### src/rtl/mem_arbiter_if.sv
// Request/completion bundle shared by the fetch port, the data port and the
// single shared memory behind mem_arbiter.
interface mem_arbiter_if #(
  parameter int ADDR_W = 8,
  parameter int DATA_W = 32
);
  logic              if_request;
  logic              if_we_re;
  logic [3:0]        if_mask;
  logic [ADDR_W-1:0] if_address;
  logic [DATA_W-1:0] if_data_in;
  logic              if_valid;
  logic              if_err;
  logic [DATA_W-1:0] if_data_out;

  logic              dm_request;
  logic              dm_we_re;
  logic [3:0]        dm_mask;
  logic [ADDR_W-1:0] dm_address;
  logic [DATA_W-1:0] dm_data_in;
  logic              dm_valid;
  logic              dm_err;
  logic [DATA_W-1:0] dm_data_out;

  logic              mem_request;
  logic              mem_we_re;
  logic [3:0]        mem_mask;
  logic [ADDR_W-1:0] mem_address;
  logic [DATA_W-1:0] mem_data_in;
  logic              mem_valid;
  logic [DATA_W-1:0] mem_data_out;

  // Arbiter side: consumes requests and memory replies, drives completions
  // and the memory command.
  modport slave (
    input  if_request, if_we_re, if_mask, if_address, if_data_in,
    output if_valid, if_err, if_data_out,
    input  dm_request, dm_we_re, dm_mask, dm_address, dm_data_in,
    output dm_valid, dm_err, dm_data_out,
    output mem_request, mem_we_re, mem_mask, mem_address, mem_data_in,
    input  mem_valid, mem_data_out
  );

  // Environment side: requesters plus memory model.
  modport master (
    output if_request, if_we_re, if_mask, if_address, if_data_in,
    input  if_valid, if_err, if_data_out,
    output dm_request, dm_we_re, dm_mask, dm_address, dm_data_in,
    input  dm_valid, dm_err, dm_data_out,
    input  mem_request, mem_we_re, mem_mask, mem_address, mem_data_in,
    output mem_valid, mem_data_out
  );
endinterface

### src/rtl/mem_arbiter.sv
// Two-port (fetch/data) arbiter onto one shared memory with a wait timeout.
// Define ARB_RR_EN for round-robin on simultaneous requests; default is fixed DM priority.
module mem_arbiter #(
  parameter int ADDR_W  = 8,
  parameter int DATA_W  = 32,
  parameter int TIMEOUT = 15
) (
  input logic         clk,
  input logic         rst,
  mem_arbiter_if.slave bus
);

  typedef enum logic [1:0] {
    IDLE    = 2'd0,
    BUSY_IF = 2'd1,
    BUSY_DM = 2'd2
  } state_t;

  // Timeout fires in the BUSY cycle where the counter would reach TIMEOUT.
  localparam logic [7:0] CNT_LAST = 8'(TIMEOUT - 1);

  state_t            state_q, state_d;
  logic [7:0]        cnt_q, cnt_d;
  logic              req_q, req_d;
  logic              we_q, we_d;
  logic [3:0]        mask_q, mask_d;
  logic [ADDR_W-1:0] addr_q, addr_d;
  logic [DATA_W-1:0] wdata_q, wdata_d;

  logic busy, tmo, done, pick_dm;

`ifdef ARB_RR_EN
  logic ptr_dm_q, ptr_dm_d;
  assign pick_dm = bus.dm_request & (~bus.if_request | ptr_dm_q);
`else
  assign pick_dm = bus.dm_request;
`endif

  assign busy = (state_q != IDLE);
  assign tmo  = busy & ~bus.mem_valid & (cnt_q == CNT_LAST);
  assign done = busy & (bus.mem_valid | tmo);

  always_comb begin
    state_d = state_q;
    cnt_d   = cnt_q;
    req_d   = req_q;
    we_d    = we_q;
    mask_d  = mask_q;
    addr_d  = addr_q;
    wdata_d = wdata_q;
`ifdef ARB_RR_EN
    ptr_dm_d = ptr_dm_q;
`endif
    case (state_q)
      IDLE: begin
        cnt_d = '0;
        req_d = 1'b0;
        if (bus.if_request | bus.dm_request) begin
          req_d = 1'b1;
          if (pick_dm) begin
            state_d = BUSY_DM;
            we_d    = bus.dm_we_re;
            mask_d  = bus.dm_mask;
            addr_d  = bus.dm_address;
            wdata_d = bus.dm_data_in;
`ifdef ARB_RR_EN
            ptr_dm_d = 1'b0;
`endif
          end else begin
            state_d = BUSY_IF;
            we_d    = bus.if_we_re;
            mask_d  = bus.if_mask;
            addr_d  = bus.if_address;
            wdata_d = bus.if_data_in;
`ifdef ARB_RR_EN
            ptr_dm_d = 1'b1;
`endif
          end
        end
      end
      BUSY_IF, BUSY_DM: begin
        if (done) begin
          state_d = IDLE;
          req_d   = 1'b0;
          cnt_d   = '0;
        end else begin
          cnt_d = cnt_q + 8'd1;
        end
      end
      default: begin
        state_d = IDLE;
        req_d   = 1'b0;
        cnt_d   = '0;
      end
    endcase
  end

  always_ff @(posedge clk or posedge rst) begin
    if (rst) begin
      state_q <= IDLE;
      cnt_q   <= '0;
      req_q   <= 1'b0;
      we_q    <= 1'b0;
      mask_q  <= '0;
      addr_q  <= '0;
      wdata_q <= '0;
    end else begin
      state_q <= state_d;
      cnt_q   <= cnt_d;
      req_q   <= req_d;
      we_q    <= we_d;
      mask_q  <= mask_d;
      addr_q  <= addr_d;
      wdata_q <= wdata_d;
    end
  end

`ifdef ARB_RR_EN
  always_ff @(posedge clk or posedge rst) begin
    if (rst) ptr_dm_q <= 1'b1;
    else     ptr_dm_q <= ptr_dm_d;
  end
`endif

  assign bus.mem_request = req_q;
  assign bus.mem_we_re   = we_q;
  assign bus.mem_mask    = mask_q;
  assign bus.mem_address = addr_q;
  assign bus.mem_data_in = wdata_q;

  // Completions are combinational on mem_valid; read data is zero unless a reply lands.
  assign bus.if_valid    = done & (state_q == BUSY_IF);
  assign bus.if_err      = tmo  & (state_q == BUSY_IF);
  assign bus.if_data_out = ((state_q == BUSY_IF) & bus.mem_valid) ? bus.mem_data_out : '0;
  assign bus.dm_valid    = done & (state_q == BUSY_DM);
  assign bus.dm_err      = tmo  & (state_q == BUSY_DM);
  assign bus.dm_data_out = ((state_q == BUSY_DM) & bus.mem_valid) ? bus.mem_data_out : '0;

endmodule

### src/flat_wrapper.sv
// flat-port wrapper written by rule: the top's interface ports become plain ports
module mem_arbiter_flat 
#(
  parameter int ADDR_W  = 8,
  parameter int DATA_W  = 32,
  parameter int TIMEOUT = 15
)
  (clk, rst, bus_if_request, bus_if_we_re, bus_if_mask, bus_if_address, bus_if_data_in, bus_if_valid, bus_if_err, bus_if_data_out, bus_dm_request, bus_dm_we_re, bus_dm_mask, bus_dm_address, bus_dm_data_in, bus_dm_valid, bus_dm_err, bus_dm_data_out, bus_mem_request, bus_mem_we_re, bus_mem_mask, bus_mem_address, bus_mem_data_in, bus_mem_valid, bus_mem_data_out);
  mem_arbiter_if #(.ADDR_W(ADDR_W), .DATA_W(DATA_W)) bus_i ();
  input logic clk;
  input logic rst;
  input wire logic [$bits(bus_i.if_request)-1:0] bus_if_request;
  input wire logic [$bits(bus_i.if_we_re)-1:0] bus_if_we_re;
  input wire logic [$bits(bus_i.if_mask)-1:0] bus_if_mask;
  input wire logic [$bits(bus_i.if_address)-1:0] bus_if_address;
  input wire logic [$bits(bus_i.if_data_in)-1:0] bus_if_data_in;
  output wire logic [$bits(bus_i.if_valid)-1:0] bus_if_valid;
  output wire logic [$bits(bus_i.if_err)-1:0] bus_if_err;
  output wire logic [$bits(bus_i.if_data_out)-1:0] bus_if_data_out;
  input wire logic [$bits(bus_i.dm_request)-1:0] bus_dm_request;
  input wire logic [$bits(bus_i.dm_we_re)-1:0] bus_dm_we_re;
  input wire logic [$bits(bus_i.dm_mask)-1:0] bus_dm_mask;
  input wire logic [$bits(bus_i.dm_address)-1:0] bus_dm_address;
  input wire logic [$bits(bus_i.dm_data_in)-1:0] bus_dm_data_in;
  output wire logic [$bits(bus_i.dm_valid)-1:0] bus_dm_valid;
  output wire logic [$bits(bus_i.dm_err)-1:0] bus_dm_err;
  output wire logic [$bits(bus_i.dm_data_out)-1:0] bus_dm_data_out;
  output wire logic [$bits(bus_i.mem_request)-1:0] bus_mem_request;
  output wire logic [$bits(bus_i.mem_we_re)-1:0] bus_mem_we_re;
  output wire logic [$bits(bus_i.mem_mask)-1:0] bus_mem_mask;
  output wire logic [$bits(bus_i.mem_address)-1:0] bus_mem_address;
  output wire logic [$bits(bus_i.mem_data_in)-1:0] bus_mem_data_in;
  input wire logic [$bits(bus_i.mem_valid)-1:0] bus_mem_valid;
  input wire logic [$bits(bus_i.mem_data_out)-1:0] bus_mem_data_out;
  assign bus_i.if_request = bus_if_request;
  assign bus_i.if_we_re = bus_if_we_re;
  assign bus_i.if_mask = bus_if_mask;
  assign bus_i.if_address = bus_if_address;
  assign bus_i.if_data_in = bus_if_data_in;
  assign bus_if_valid = bus_i.if_valid;
  assign bus_if_err = bus_i.if_err;
  assign bus_if_data_out = bus_i.if_data_out;
  assign bus_i.dm_request = bus_dm_request;
  assign bus_i.dm_we_re = bus_dm_we_re;
  assign bus_i.dm_mask = bus_dm_mask;
  assign bus_i.dm_address = bus_dm_address;
  assign bus_i.dm_data_in = bus_dm_data_in;
  assign bus_dm_valid = bus_i.dm_valid;
  assign bus_dm_err = bus_i.dm_err;
  assign bus_dm_data_out = bus_i.dm_data_out;
  assign bus_mem_request = bus_i.mem_request;
  assign bus_mem_we_re = bus_i.mem_we_re;
  assign bus_mem_mask = bus_i.mem_mask;
  assign bus_mem_address = bus_i.mem_address;
  assign bus_mem_data_in = bus_i.mem_data_in;
  assign bus_i.mem_valid = bus_mem_valid;
  assign bus_i.mem_data_out = bus_mem_data_out;
  mem_arbiter #(.ADDR_W(ADDR_W), .DATA_W(DATA_W), .TIMEOUT(TIMEOUT)) u_core (.clk(clk), .rst(rst), .bus(bus_i));
endmodule
### config.mk
export PLATFORM = sky130hd
export DESIGN_NAME = mem_arbiter_flat
export DESIGN_NICKNAME = d
export VERILOG_FILES = /design/src/rtl/mem_arbiter_if.sv /design/src/rtl/mem_arbiter.sv /design/src/flat_wrapper.sv
export SDC_FILE = /design/constraint.sdc
export NUM_CORES = 1
export LEC_CHECK = 0
export CAP_MARGIN = 20
export CORE_AREA = 2 2 96 98
export DETAILED_ROUTE_END_ITERATION = 7
export DIE_AREA = 0 0 98 100
export PLACE_DENSITY = 0.92
export RECOVER_POWER = 100
export SETUP_SLACK_MARGIN = 0.3
export SLEW_MARGIN = 40
export SYNTH_ARGS = -nofsm -noshare
export SYNTH_HDL_FRONTEND = slang
export SYNTH_SLANG_ARGS = --single-unit
export TNS_END_PERCENT = 50
### constraint.sdc
create_clock -name clk -period 2.8 [get_ports clk]
set_input_delay 0.28 -clock clk [delete_from_list [all_inputs] [get_ports clk]]
set_output_delay 0.28 -clock clk [all_outputs]
set_load 0.03 [all_outputs]
==> reports/metrics.yaml <==
worstSetupPathType: "in2out"
ys_seq_elements: 56
cp.required_ns: 2.52
cts_buffers: 5
htreeDepth: 2
syn_area_um2: 3160
cts_resized: 0
cap_violations: 0
max_slew_margin_pct: 7.67
syn_inst: 339
antenna_found_initial: 3
io_pins: 241
port_buffers: 240
die_h_um: 100
wl_per_cell_um: 15.7
hold_class: "in2reg"
r2r_setup_slack_ns: 0.59
yosys.cell_types.count: 31
ant_nets: 0
first_iter_violations: 124
die-width_um: 98
drv_slew: 0
dr.pass1.iters: 4
fin_area_um2: 5320
setup_tns_ns: 0
vias_per_cell: 5.05
path_max_fanout: 46
clk_pin_slew_ns: 0.10
cts_sinks: 56
rows: 35
layout_common_cells: "clkdlybuf4s50_1, and3_1, clkbuf_1"
num-nets-final: 696
grt_pass1_vias: 3291
postRouteWirelength_mm: 10.7
dieArea_um2: 9800
tightestPinTransition_ns: 1.38
rsz0062_at_grt: "false"
place_hpwl_mm: 8.61
cts_tree: "done"
place_congestion: 0.858
vdd_ir_drop_max_v: 0.000462
start_util_pct: 35.5
setup-violations-final: 0
drive_above_1_share_pct: 4.07
clk_path_buf_depth: 2
grtUsageTotal_pct: 20.4
place_area_um2: 5480
status: "finished, final reports clean"
crit_chain: "dlygate4sd3_1 > buf_4 > and3_1 > clkbuf_1"
hold_viol_final: 0
p_leak_nw: 2.52
holdBufCountCts: 0
slowest_delay_ns: 0.93
end_kind: "primary output"
yosysWarnings: 0
syn_avg_cell_area_um2: 9.31
cpMaxStageDelayCell: "dlygate4sd3_1"
whs_ns: 0.418
grt_pass1_wl_mm: 16.1
skew_ns: 0.0124
final.period_utilization_pct: 87.2
syn_nets: 471
powerDensity_nw_per_um2: 876
grt_max_degree: 57
cts-root-buf: "clkbuf_8"
period_minus_slack_ns: 2.44
clock.fmax_mhz: 410
vias: 3427
core_um2: 8890
worst_ep_arrival_time_ns: 2.16
critPathLaunchType: "input port"
area_delta_synth_final_pct: 68.5
route.detailed.drc: 0
final_common_cell: "clkdlybuf4s50_1"
post_cts_buffers: 0
grt-ovfl-total: 0
ys_seq_area_share_pct: 44.4
final_core_utilization_pct: 59.8
insertion_delay_ns: 0.30
[worst max-delay path: cells and delay by family]
family | cells | cell delay, ns
and+or+nand+nor | 1 | 0.22
buffers and inverters | 3 | 1.64
[where the power goes]
group / switching [mW] / leakage, nW / internal [mW]
clock network: 0.260 / 0.0456 / 0.179
logic: 1.85 / 1.77 / 0.995
registers: 0.198 / 0.699 / 1.17
[cell families (layout without fill, tap and decap cells)]
family,after synthesis,in the layout,synth area share [%]
AOI/OAI and AO/OA,65,65,11.0
xor gates and xnor gates,3,3,0.832
adders and majority gates,5,5,1.98
buffers and inverters,33,259,4.20
DFF,56,56,44.4
muxes,45,45,14.3
other,0,3,0
and+or+nand+nor,132,132,23.3
[cell type report]
class / count / area [um2]
clock buffers: 6 / 72.6
multi-input cells: 250 / 1620
clock inverters: 2 / 13.8
diodes: 3 / 7.51
fillers: 825 / 3570
inverters: 5 / 18.8
flip-flops and latches: 56 / 1400
repair buffers: 246 / 2050
well taps: 111 / 139
[metal layers]
layer,GRT usage (%),routed length [um]
met5,0,0
met4,11.3,453
met3,5.08,935
met2,37.5,5440
met1,21.4,3860
[worst paths after layout]
kind | start | cells after the start | endpoint
setup / recovery | bus_mem_valid | 4 | bus_dm_data_out[19]
hold / removal | bus_dm_request | 4 | u_core.bus.mem_data_in[22]$_DFFE_PP0P_
min in group asynchronous | rst | 3 | u_core.bus.mem_data_in[21]$_DFFE_PP0P_
setup reg to reg | u_core.state_q[1]$_DFFE_PP0P_ | 6 | u_core.bus.mem_mask[0]$_DFFE_PP0P_
max in group asynchronous | rst | 3 | u_core.cnt_q[0]$_DFF_PP0_
hold reg to reg | u_core.bus.mem_data_in[28]$_DFFE_PP0P_ | 2 | u_core.bus.mem_data_in[28]$_DFFE_PP0P_
[registers in the layout, summed over array words and instances, names as in the netlist]
name and flops:
u_core.bus.mem_address 8, u_core.bus.mem_data_in 32, u_core.bus.mem_mask 4, u_core.bus.mem_request 1, u_core.bus.mem_we_re 1, u_core.cnt_q 8
u_core.state_q 2
[cells in the mapped netlist]
master    number  area, um2
mux2i_1       45        450
a22oi_1        3       22.5
nand3_1        4       20.0
o21a_1         1       7.51
or3_4          1       11.3
a31oi_1        2       12.5
and3_1        64        400
or2_4          1       8.76
inv_1          5       18.8
dfrtp_1       56       1400
nand2_1       48        180
xnor2_1        1       8.76
o21ai_1        1       5.00
nor2b_1        1       6.26
buf_4          1       7.51
xor2_1         2       17.5
nor3b_1        2       15.0
ha_1           5       62.6
o21ba_2        1       10.0
nand2b_1       2       12.5
or3_1          3       18.8
nand4b_1       1       8.76
nor4bb_1       1       10.0
o21ai_2        1       8.76
and3b_1        1       8.76
a21oi_1        5       25.0
nor4b_2        2       30.0
nand4_1        1       6.26
clkbuf_1      23       86.3
buf_2          4       20.0
o21ai_0       51        255
[stage by stage]
stage          total power, mW  setup WS [ns]  std cells
3_5_place_dp              4.50          0.461        667
2_1_floorplan             3.16          0.762        339
3_3_place_gp              4.39          0.573        667
4_1_cts                   4.95          0.478        675
6_report                  4.66          0.359        679
5_1_grt                   4.98          0.232        679
No activity file was read; power rests on OpenSTA's default activity.
==> RTL edit, RTL diff (same settings) <==
Add a define of `ARB_RR_EN`.
--- a/src/rtl/mem_arbiter.sv
+++ b/src/rtl/mem_arbiter.sv
@@ -1,5 +1,7 @@
 // Two-port (fetch/data) arbiter onto one shared memory with a wait timeout.
 // Define ARB_RR_EN for round-robin on simultaneous requests; default is fixed DM priority.
+`define ARB_RR_EN
+
 module mem_arbiter #(
   parameter int ADDR_W  = 8,
   parameter int DATA_W  = 32,
Behaviour: not the same (Yosys sat finds a counterexample within 4 cycles, from zero or initial values and one cycle with rst high).
==> RTL edit against the unedited design <==
Critical path depth rose by 1; sequential cell count rose by 1; final area rose by 1.2%; sequential share of layout area rose by 0.19 points; highest routed layer unchanged; synthesized area fell by 1.3%; wire length rose by 2.7%; total power rose by 12%; global-route usage rose by 0.89 points; cell count fell by 4.9%; setup slack improved by 0.097 ns.
==> RTL edit: results (changes against the unedited design) <==
clocking:
  clkTransAtPathRegs_ns: 0.07  # -0.03 ns
  htree_levels: 3  # +1
  post_cts_buffers: 0  # unchanged
  cts-root-buf: "clkbuf_8"
  cts_resized: 0  # unchanged
  numCtsBuffers: 9  # +4
  worstSkewPairLatency_ns: 0.34  # +0.04 ns
worst_setup_path:
  critPathCapture: "bus_if_err"
  critPathMaxStageDelay_ns: 0.42  # -0.51 ns
  r2r_end: "u_core.bus.mem_data_in[1]$_DFFE_PP0P_"
  crit_cells: 5  # +1
  startpoint: "u_core.state_q[1]$_DFFE_PP0P_"
  rr_startpoint: "u_core.state_q[0]$_DFFE_PP0P_"
  slowest_stage: "clkbuf_2"
  reg2reg_slack_ns: 0.48  # -0.11 ns
  cp_max_fo: 34  # -26%
  crit_arrival_ns: 2.06  # -0.10 ns
layout:
  largest_reg_flops: 32  # unchanged
  layout-drive-gt1-share_pct: 5.06  # +0.99 points
  layout.nets: 661  # -5.0%
routing:
  vias: 3392  # -1.0%
  wl_met3_microns: 895  # -4.3%
  met1Wirelength_microns: 4100  # +6.2%
  drt-initial-drc-count: 114  # -8.1%
  drt_wl_total_microns: 11000  # +2.7%
  wl_per_cell_microns: 17.0  # +8.0%
  met2_length_microns: 5640  # +3.7%
synth:
  yosys-top-cells-count: "and3_1 (66), dfrtp_1 (56), a221o_1 (45), and2_1 (45), clkbuf_1 (18)"
  syn_nets: 435  # -7.6%
  synth_cell_types: 30  # -3.2%
  syn_avg_cell_area_sq_um: 10.3  # +10%
  synth-seq-area-share_pct: 45.8  # +1.4 points
  synth_area_leaders: "dfrtp_1 (45%), a221o_1 (14%), and3_1 (13%)"
grt:
  antenna_found_initial: 1  # -2
  grt_pass1_wl_microns: 16600  # +3.0%
  grtUsageTotal_pct: 21.3  # +0.89 points
  grt_max_degree: 69  # +21%
  grt_pass1_vias: 3316  # +0.76%
power_and_ir_drop:
  power.leakage_uw: 0.00245  # -2.8%
  vdd_drop_max_mv: 0.657  # +42%
place:
  post_dp_cell_area_sq_mm: 0.00539  # -1.8%
  dp_cells: 629  # -5.7%
  dpl.hpwl_microns: 8440  # -1.9%
  gp_congestion: 0.933  # +8.8%
timing:
  max_slew.worst_pin.slew_ns: 1.09  # -0.299 ns
  clock_skew_ns: 0.0107  # -0.00178 ns
hold_path:
  min_path_type: "reg2reg"
  worstHoldStart: "u_core.ptr_dm_q$_DFFE_PP1P_"
status:
  status: "completed"
## RTL edit: power breakdown
group          total [uW]  switching, uW  internal [uW]
Sequential           1380            200           1180
Combinational        2860           1710           1150
Clock                 960            342            618
Total                5210           2250           2950
## RTL edit: worst min path at each step
stage,endpoint,slack [ns],cells after the start
after floorplan,u_core.ptr_dm_q$_DFFE_PP1P_,0.41,2
after global placement,u_core.ptr_dm_q$_DFFE_PP1P_,0.46,2
after detailed placement,u_core.ptr_dm_q$_DFFE_PP1P_,0.48,2
after CTS,u_core.bus.mem_data_in[1]$_DFFE_PP0P_,0.35,2
after global routing,u_core.ptr_dm_q$_DFFE_PP1P_,0.51,2
final,u_core.ptr_dm_q$_DFFE_PP1P_,0.49,2
## RTL edit: stage by stage
step | worst slack, ns | hold slack, ns
6_report | 0.456 | 0.486
5_1_grt | 0.276 | 0.506
4_1_cts | 0.562 | 0.353
3_5_place_dp | 0.655 | 0.479
3_3_place_gp | 0.772 | 0.464
2_1_floorplan | 0.550 | 0.413
## RTL edit: logic make-up after synthesis
family | count (synthesis) | share of synthesized area, %
compound gates | 66 | 18.9
xor+xnor | 3 | 0.843
fa+ha+maj | 5 | 2.01
buf+inv | 39 | 6.26
flops | 57 | 45.8
simple gates | 133 | 26.1
## RTL edit: final cells by class
type	count	area, sq um
antenna	1	2.50
clock buffer	10	138
clock inverter	6	115
fill	778	3510
inverter	8	30.0
multi-input combinational	207	1500
sequential	57	1430
tap	111	139
timing repair buffer	246	2030
## RTL edit: per-layer routing
metal  up-vias  GRT usage (%)
met5         -              0
met3        24           6.06
met4         0           10.3
met1      1592           23.2
li1       1598              -
met2       178           38.3
## RTL edit: worst reg2reg max path: cells and delay by family, from the launching register on
kind | cells | cell delay [ns]
AOI/OAI and AO/OA | 2 | 0.69
adders and majority gates | 1 | 0.41
buffers and inverters | 2 | 0.49
DFF | 1 | 0.40
and+or+nand+nor | 1 | 0.21
